<file path="src/rtl/alu_ctrl_pkg.sv">
// Shared encodings for the multicycle ALU control sequencer: ALU ops, MIPS
// opcode/funct values, alu_src_b selects, sequencer states and instruction classes.
package alu_ctrl_pkg;

   localparam logic [3:0] ALU_AND = 4'b0000;
   localparam logic [3:0] ALU_OR  = 4'b0001;
   localparam logic [3:0] ALU_ADD = 4'b0010;
   localparam logic [3:0] ALU_SUB = 4'b0110;
   localparam logic [3:0] ALU_SLT = 4'b0111;
   localparam logic [3:0] ALU_NOR = 4'b1100;

   localparam logic [5:0] OP_RTYPE = 6'h00;
   localparam logic [5:0] OP_BEQ   = 6'h04;
   localparam logic [5:0] OP_ADDI  = 6'h08;
   localparam logic [5:0] OP_LW    = 6'h23;
   localparam logic [5:0] OP_SW    = 6'h2B;

   localparam logic [5:0] FN_ADD = 6'h20;
   localparam logic [5:0] FN_SUB = 6'h22;
   localparam logic [5:0] FN_AND = 6'h24;
   localparam logic [5:0] FN_OR  = 6'h25;
   localparam logic [5:0] FN_NOR = 6'h27;
   localparam logic [5:0] FN_SLT = 6'h2A;

   localparam logic [1:0] SRCB_RT      = 2'b00;
   localparam logic [1:0] SRCB_FOUR    = 2'b01;
   localparam logic [1:0] SRCB_IMM     = 2'b10;
   localparam logic [1:0] SRCB_IMM_SH2 = 2'b11;

   typedef enum logic [3:0] {
      S_FETCH,
      S_DECODE,
      S_EXEC_R,
      S_EXEC_I,
      S_ALU_WB,
      S_MEM_ADDR,
      S_MEM_RD,
      S_MEM_WR,
      S_MEM_WB,
      S_BRANCH,
      S_ILLEGAL
   } state_e;

   typedef enum logic [2:0] {
      CLS_R,
      CLS_ADDI,
      CLS_LW,
      CLS_SW,
      CLS_BEQ,
      CLS_ILL
   } instr_cls_e;

endpackage

</file>
<file path="src/rtl/alu_ctrl_fsm_alu_funct_dec.sv">
// Combinational instruction decoder: opcode + funct to instruction class,
// R-type ALU op and legality.
module alu_funct_dec
   import alu_ctrl_pkg::*;
(
   input  logic [5:0]  opcode_i,
   input  logic [5:0]  funct_i,
   output instr_cls_e  cls_o,
   output logic [3:0]  alu_op_o,
   output logic        legal_o
);

   always_comb begin
      cls_o    = CLS_ILL;
      alu_op_o = ALU_ADD;
      legal_o  = 1'b0;
      case (opcode_i)
         OP_RTYPE: begin
            cls_o   = CLS_R;
            legal_o = 1'b1;
            case (funct_i)
               FN_ADD:  alu_op_o = ALU_ADD;
               FN_SUB:  alu_op_o = ALU_SUB;
               FN_AND:  alu_op_o = ALU_AND;
               FN_OR:   alu_op_o = ALU_OR;
               FN_NOR:  alu_op_o = ALU_NOR;
               FN_SLT:  alu_op_o = ALU_SLT;
               default: begin
                  cls_o   = CLS_ILL;
                  legal_o = 1'b0;
               end
            endcase
         end
         OP_ADDI: begin cls_o = CLS_ADDI; legal_o = 1'b1; end
         OP_LW:   begin cls_o = CLS_LW;   legal_o = 1'b1; end
         OP_SW:   begin cls_o = CLS_SW;   legal_o = 1'b1; end
         OP_BEQ:  begin cls_o = CLS_BEQ;  legal_o = 1'b1; end
         default: ;
      endcase
   end

endmodule

</file>
<file path="src/rtl/alu_ctrl_fsm.sv">
// Multicycle MIPS control sequencer issuing ALU/regfile/PC/memory strobes.
// Optional macro ALU_CTRL_PERF_CNT_EN adds retired/illegal instruction counters.
module alu_ctrl_fsm
   import alu_ctrl_pkg::*;
#(
   parameter int MEM_TIMEOUT = 0,
   parameter int TMO_W       = 8
) (
   input  logic        clk,
   input  logic        rst_n,
   input  logic        instr_valid,
   output logic        instr_ready,
   input  logic [31:0] instr,
   input  logic        alu_zero,
   input  logic        mem_ready,
   output logic [3:0]  alu_op,
   output logic        alu_src_a,
   output logic [1:0]  alu_src_b,
   output logic        ir_write,
   output logic        pc_write,
   output logic        pc_src,
   output logic        reg_write,
   output logic        reg_dst,
   output logic        mem_to_reg,
   output logic        mem_read,
   output logic        mem_write,
   output logic        illegal
`ifdef ALU_CTRL_PERF_CNT_EN
   ,
   output logic [31:0] retired_cnt,
   output logic [15:0] illegal_cnt
`endif
);

   // Timeout fires on the cycle the count would reach MEM_TIMEOUT, so the strobe is held MEM_TIMEOUT cycles.
   localparam logic [TMO_W-1:0] TMO_LAST = (MEM_TIMEOUT == 0) ? '0 : TMO_W'(MEM_TIMEOUT - 1);

   state_e            state_q, state_d;
   logic              run_q;
   logic [31:0]       ir_q;
   logic [TMO_W-1:0]  tmo_q, tmo_d;

   instr_cls_e        dec_cls;
   logic [3:0]        dec_alu_op;
   logic              dec_legal;
   logic              hs, mem_tmo, unused_ir_bits;

   logic [3:0] alu_op_c;
   logic       src_a_c, ir_write_c, pc_write_c, pc_src_c, reg_write_c, reg_dst_c;
   logic [1:0] src_b_c;
   logic       mem_to_reg_c, mem_read_c, mem_write_c, illegal_c, instr_ready_c;

   alu_funct_dec u_dec (
      .opcode_i (ir_q[31:26]),
      .funct_i  (ir_q[5:0]),
      .cls_o    (dec_cls),
      .alu_op_o (dec_alu_op),
      .legal_o  (dec_legal)
   );

   assign unused_ir_bits = ^ir_q[25:6];
   assign hs      = run_q & (state_q == S_FETCH) & instr_valid;
   assign mem_tmo = (MEM_TIMEOUT != 0) && !mem_ready && (tmo_q == TMO_LAST);
   assign tmo_d   = ((state_q == S_MEM_RD || state_q == S_MEM_WR) && !mem_ready) ? tmo_q + 1'b1 : '0;

   always_ff @(posedge clk or negedge rst_n) begin
      if (!rst_n) begin
         state_q <= S_FETCH;
         run_q   <= 1'b0;
         ir_q    <= '0;
         tmo_q   <= '0;
      end else begin
         state_q <= state_d;
         run_q   <= 1'b1;
         tmo_q   <= tmo_d;
         if (hs) ir_q <= instr;
      end
   end

   always_comb begin
      state_d       = state_q;
      alu_op_c      = ALU_ADD;
      src_a_c       = 1'b0;
      src_b_c       = SRCB_RT;
      ir_write_c    = 1'b0;
      pc_write_c    = 1'b0;
      pc_src_c      = 1'b0;
      reg_write_c   = 1'b0;
      reg_dst_c     = 1'b0;
      mem_to_reg_c  = 1'b0;
      mem_read_c    = 1'b0;
      mem_write_c   = 1'b0;
      illegal_c     = 1'b0;
      instr_ready_c = 1'b0;
      case (state_q)
         S_FETCH: begin
            instr_ready_c = 1'b1;
            src_b_c       = SRCB_FOUR;
            ir_write_c    = hs;
            pc_write_c    = hs;
            if (hs) state_d = S_DECODE;
         end
         S_DECODE: begin
            src_b_c = SRCB_IMM_SH2;
            if (!dec_legal) state_d = S_ILLEGAL;
            else begin
               case (dec_cls)
                  CLS_R:          state_d = S_EXEC_R;
                  CLS_ADDI:       state_d = S_EXEC_I;
                  CLS_LW, CLS_SW: state_d = S_MEM_ADDR;
                  CLS_BEQ:        state_d = S_BRANCH;
                  default:        state_d = S_ILLEGAL;
               endcase
            end
         end
         S_EXEC_R: begin
            src_a_c  = 1'b1;
            alu_op_c = dec_alu_op;
            state_d  = S_ALU_WB;
         end
         S_EXEC_I: begin
            src_a_c = 1'b1;
            src_b_c = SRCB_IMM;
            state_d = S_ALU_WB;
         end
         S_ALU_WB: begin
            reg_write_c = 1'b1;
            reg_dst_c   = (dec_cls == CLS_R);
            state_d     = S_FETCH;
         end
         S_MEM_ADDR: begin
            src_a_c = 1'b1;
            src_b_c = SRCB_IMM;
            state_d = (dec_cls == CLS_LW) ? S_MEM_RD : S_MEM_WR;
         end
         S_MEM_RD: begin
            mem_read_c = 1'b1;
            if (mem_ready)    state_d = S_MEM_WB;
            else if (mem_tmo) state_d = S_ILLEGAL;
         end
         S_MEM_WR: begin
            mem_write_c = 1'b1;
            if (mem_ready)    state_d = S_FETCH;
            else if (mem_tmo) state_d = S_ILLEGAL;
         end
         S_MEM_WB: begin
            reg_write_c  = 1'b1;
            mem_to_reg_c = 1'b1;
            state_d      = S_FETCH;
         end
         S_BRANCH: begin
            src_a_c    = 1'b1;
            alu_op_c   = ALU_SUB;
            pc_src_c   = 1'b1;
            pc_write_c = alu_zero;
            state_d    = S_FETCH;
         end
         S_ILLEGAL: begin
            illegal_c = 1'b1;
            state_d   = S_FETCH;
         end
         default: state_d = S_FETCH;
      endcase
   end

   // run_q is cleared asynchronously, so every strobe drops the moment rst_n falls.
   assign alu_op      = run_q ? alu_op_c : ALU_ADD;
   assign alu_src_a   = run_q & src_a_c;
   assign alu_src_b   = run_q ? src_b_c : SRCB_RT;
   assign ir_write    = run_q & ir_write_c;
   assign pc_write    = run_q & pc_write_c;
   assign pc_src      = run_q & pc_src_c;
   assign reg_write   = run_q & reg_write_c;
   assign reg_dst     = run_q & reg_dst_c;
   assign mem_to_reg  = run_q & mem_to_reg_c;
   assign mem_read    = run_q & mem_read_c;
   assign mem_write   = run_q & mem_write_c;
   assign illegal     = run_q & illegal_c;
   assign instr_ready = run_q & instr_ready_c;

`ifdef ALU_CTRL_PERF_CNT_EN
   logic [31:0] retired_cnt_q;
   logic [15:0] illegal_cnt_q;
   logic        retire;

   assign retire = run_q && (state_d == S_FETCH) &&
                   (state_q inside {S_ALU_WB, S_MEM_WB, S_MEM_WR, S_BRANCH});

   always_ff @(posedge clk or negedge rst_n) begin
      if (!rst_n) begin
         retired_cnt_q <= '0;
         illegal_cnt_q <= '0;
      end else begin
         if (retire)  retired_cnt_q <= retired_cnt_q + 32'd1;
         if (illegal) illegal_cnt_q <= illegal_cnt_q + 16'd1;
      end
   end

   assign retired_cnt = retired_cnt_q;
   assign illegal_cnt = illegal_cnt_q;
`endif

endmodule

</file>
<file path="config.mk">
export PLATFORM = sky130hd
export DESIGN_NAME = alu_ctrl_fsm
export DESIGN_NICKNAME = d
export VERILOG_FILES = /design/src/rtl/alu_ctrl_pkg.sv /design/src/rtl/alu_ctrl_fsm_alu_funct_dec.sv /design/src/rtl/alu_ctrl_fsm.sv
export SDC_FILE = /design/constraint.sdc
export NUM_CORES = 1
export LEC_CHECK = 0
export CORE_MARGIN = 1.5
export CORE_UTILIZATION = 44
export CTS_CLUSTER_DIAMETER = 50
export CTS_CLUSTER_SIZE = 12
export DETAILED_ROUTE_END_ITERATION = 7
export PLACE_DENSITY_LB_ADDON = 0.05
export SLEW_MARGIN = 20
export SYNTH_ARGS = -nofsm -noshare
export SYNTH_HDL_FRONTEND = slang
export SYNTH_SLANG_ARGS = --single-unit
export TNS_END_PERCENT = 30
</file>
<file path="constraint.sdc">
create_clock -name clk -period 2.35 [get_ports clk]
set_input_delay 0.3525 -clock clk [delete_from_list [all_inputs] [get_ports clk]]
set_output_delay 0.3525 -clock clk [all_outputs]
set_load 0.02 [all_outputs]
</file>
==> impl_metrics.yaml <==
status:
  status: "completed"
clock_network:
  clkSinkCount: 17
  cts_buffer_depth: 2
  clk_latency_ns: 0.28
  cts_buffers: 3
  clk_pin_slew_ns: 0.10
  cts_tree: "built"
  htreeDepth: 1
  root_buffer: "clkbuf_4"
critical_path:
  cp_slowest_stage_delay_ns: 0.59
  r2r_cells: 6
  worstPathArrival_ns: 1.89
  required_ns: 2.00
  r2r_start: "state_q[1]"
  critPathLaunchType: "flop"
  critical-path-slowest-cell: "clkdlybuf4s50_1"
  crit_buf_inv: 3
  end_kind: "primary output"
  cp_max_fo: 11
  path_depth: 5
  r2r-end: "state_q[3]"
  reg2reg_setup_slack_ns: 0.68
  path_cells: "buf_4 > nor2_4 > nand4_4 > inv_1 > clkdlybuf4s50_1"
  crit_family: "buffers and inverters"
  crit_type: "reg2out"
layout:
  final_common_cell: "clkdlybuf4s50_1"
  drive_gt1_share_pct: 26.4
  regArea_um2: 427
  area_growth_pct: 43.0
  mostFrequentLayoutCells: "clkdlybuf4s50_1, dfrtp_1, buf_4"
  diodes: 0
  nNetsFinal: 197
  fin_cells: 189
  multi_input_area_um2: 677
  fill_cells: 217
route:
  first_pass_iters: 4
  vias: 1058
  drtIter0Drc: 22
  drcViolationCount: 0
  drt-vias-per-instance: 5.60
  totalWireLength_um: 2760
  drt.antenna.violating_nets: 0
  routedWlPerCell_um: 14.6
timing:
  finalHoldViolations: 0
  period_share_pct: 95.3
  rsz0062_at_grt: "no"
  slew_headroom_pct: 48.7
  min_period_ns: 2.24
  setup_viol: 0
  clock_skew_ns: 0.000978
  fmax_mhz: 447
  setup_tns_ns: 0
  tightest_slew_ns: 0.767
  maxSlewViolCount: 0
pwr:
  power_density_nw_per_um2: 1170
  power.leakage_nw: 0.766
  peakVddDrop_v: 0.000787
die:
  ioPinCount: 54
  dieArea_um2: 2900
  die_y_um: 53.9
  die_width_um: 53.9
  coreArea_um2: 2450
  rows: 18
  start_util_pct: 46.4
global_routing:
  grt_max_degree: 18
  grt-ovfl-total: 0
  antenna_found_initial: 0
  grt_use_total_pct: 21.4
  grt_pass1_vias: 1011
  grt_first_pass_wirelength_um: 4440
placement:
  post-dp-hpwl_um: 2140
  portBuffers: 33
  placed_cells: 185
  routabilityCongestion: 0.892
yosys:
  async_flop_share_pct: 100
  yosys_warnings: 0
  synth-seq-area-share_pct: 37.3
  synth.avg_cell_area_um2: 10.3
  synth_area_um2: 1140
  synth_edf_count: 0
  synthCells: 111
  synth_nets: 148
  synth_ff_type: "dfrtp_1"
  ys_ff_latch: 17
  synth_cell_types: 44
worst_hold_path:
  min_path_type: "in2async"
job:
  drv_cap: 0
Yosys cell counts, drive strengths merged, types with 2 or more instances:
cell type	number	area share, %
nand3	6	2.6
inv	4	1.3
nor3	4	2.2
nand2	8	2.6
nor4	4	2.7
and2b	2	1.5
mux2	12	14
mux2i	2	1.8
o32ai	2	1.5
dfrtp	17	37
o21ai	2	0.88
a21oi	4	1.8
buf	4	3.4
a211oi	3	2.0
nand2b	6	3.5
nor2	9	3.6
per-stage QoR:
stage          hold WS [ns]  util (%)  area, um^2  total power [W]  setup WS [ns]
3_3_place_gp          0.520      64.4        1580          0.00171         0.0531
2_1_floorplan        0.0569         -        1140          0.00134          0.498
3_5_place_dp          0.524      64.4        1580          0.00174        0.00555
5_1_grt               0.555      66.4        1630          0.00205        0.00117
6_report              0.506      66.4        1630          0.00190          0.112
4_1_cts               0.537      65.7        1610          0.00191        0.00494
report_power, final:
part | switching, W | internal (W) | leakage (nW)
Sequential | 0.000158 | 0.000428 | 0.205
Combinational | 0.000540 | 0.000620 | 0.546
Clock | 0.0000896 | 0.0000659 | 0.0150
worst max path at each step:
stage,start,to,slack [ns]
3_5_place_dp,ir_q[31],alu_op[2],0.006
6_report,state_q[1],ir_write,0.11
5_1_grt,state_q[3],alu_op[0],0.001
3_3_place_gp,ir_q[31],alu_op[3],0.05
2_1_floorplan,state_q[2],pc_write,0.50
4_1_cts,state_q[1],instr_ready,0.005
layout make-up:
class	instances	area share, %
clock buffers	4	1.61
inverters	4	0.921
multi-input cells	86	41.5
flip-flops and latches	17	26.2
well taps	30	2.30
repair buffers	48	27.5
kinds of logic (layout without fill, tap and decap cells):
logic type	count (synthesis)	count (layout)	share of synthesized area, %
AOI/OAI and AO/OA	23	23	15.4
DFF	17	17	37.3
other	1	1	0.329
muxes	14	14	16.2
buffers and inverters	8	56	4.72
and+or+nand+nor	47	47	25.2
xor gates and xnor gates	1	1	0.769
sequential cells by signal, indices dropped and copies added, names as in the netlist:
name,count
ir_q,12
run_q,1
state_q,4
per-layer routing:
| layer | vias up | global-route usage, % | wire length, um |
|---|---|---|---|
| li1 | 515 | - | - |
| met1 | 506 | 26.9 | 1210 |
| met2 | 35 | 37.0 | 1370 |
| met3 | 2 | 1.67 | 160 |
| met4 | 0 | 9.83 | 19 |
| met5 | - | 0 | 0 |
timing repair:
item,in CTS,in global routing
hold buffers,0,0
gates resized for setup,8,10
pin swaps,0,1
hold endpoints to repair,0,0
buffers inserted,0,0
cloned,0,0
endpoints found under the setup margin,7,8
(Power assumes the default switching activity.)
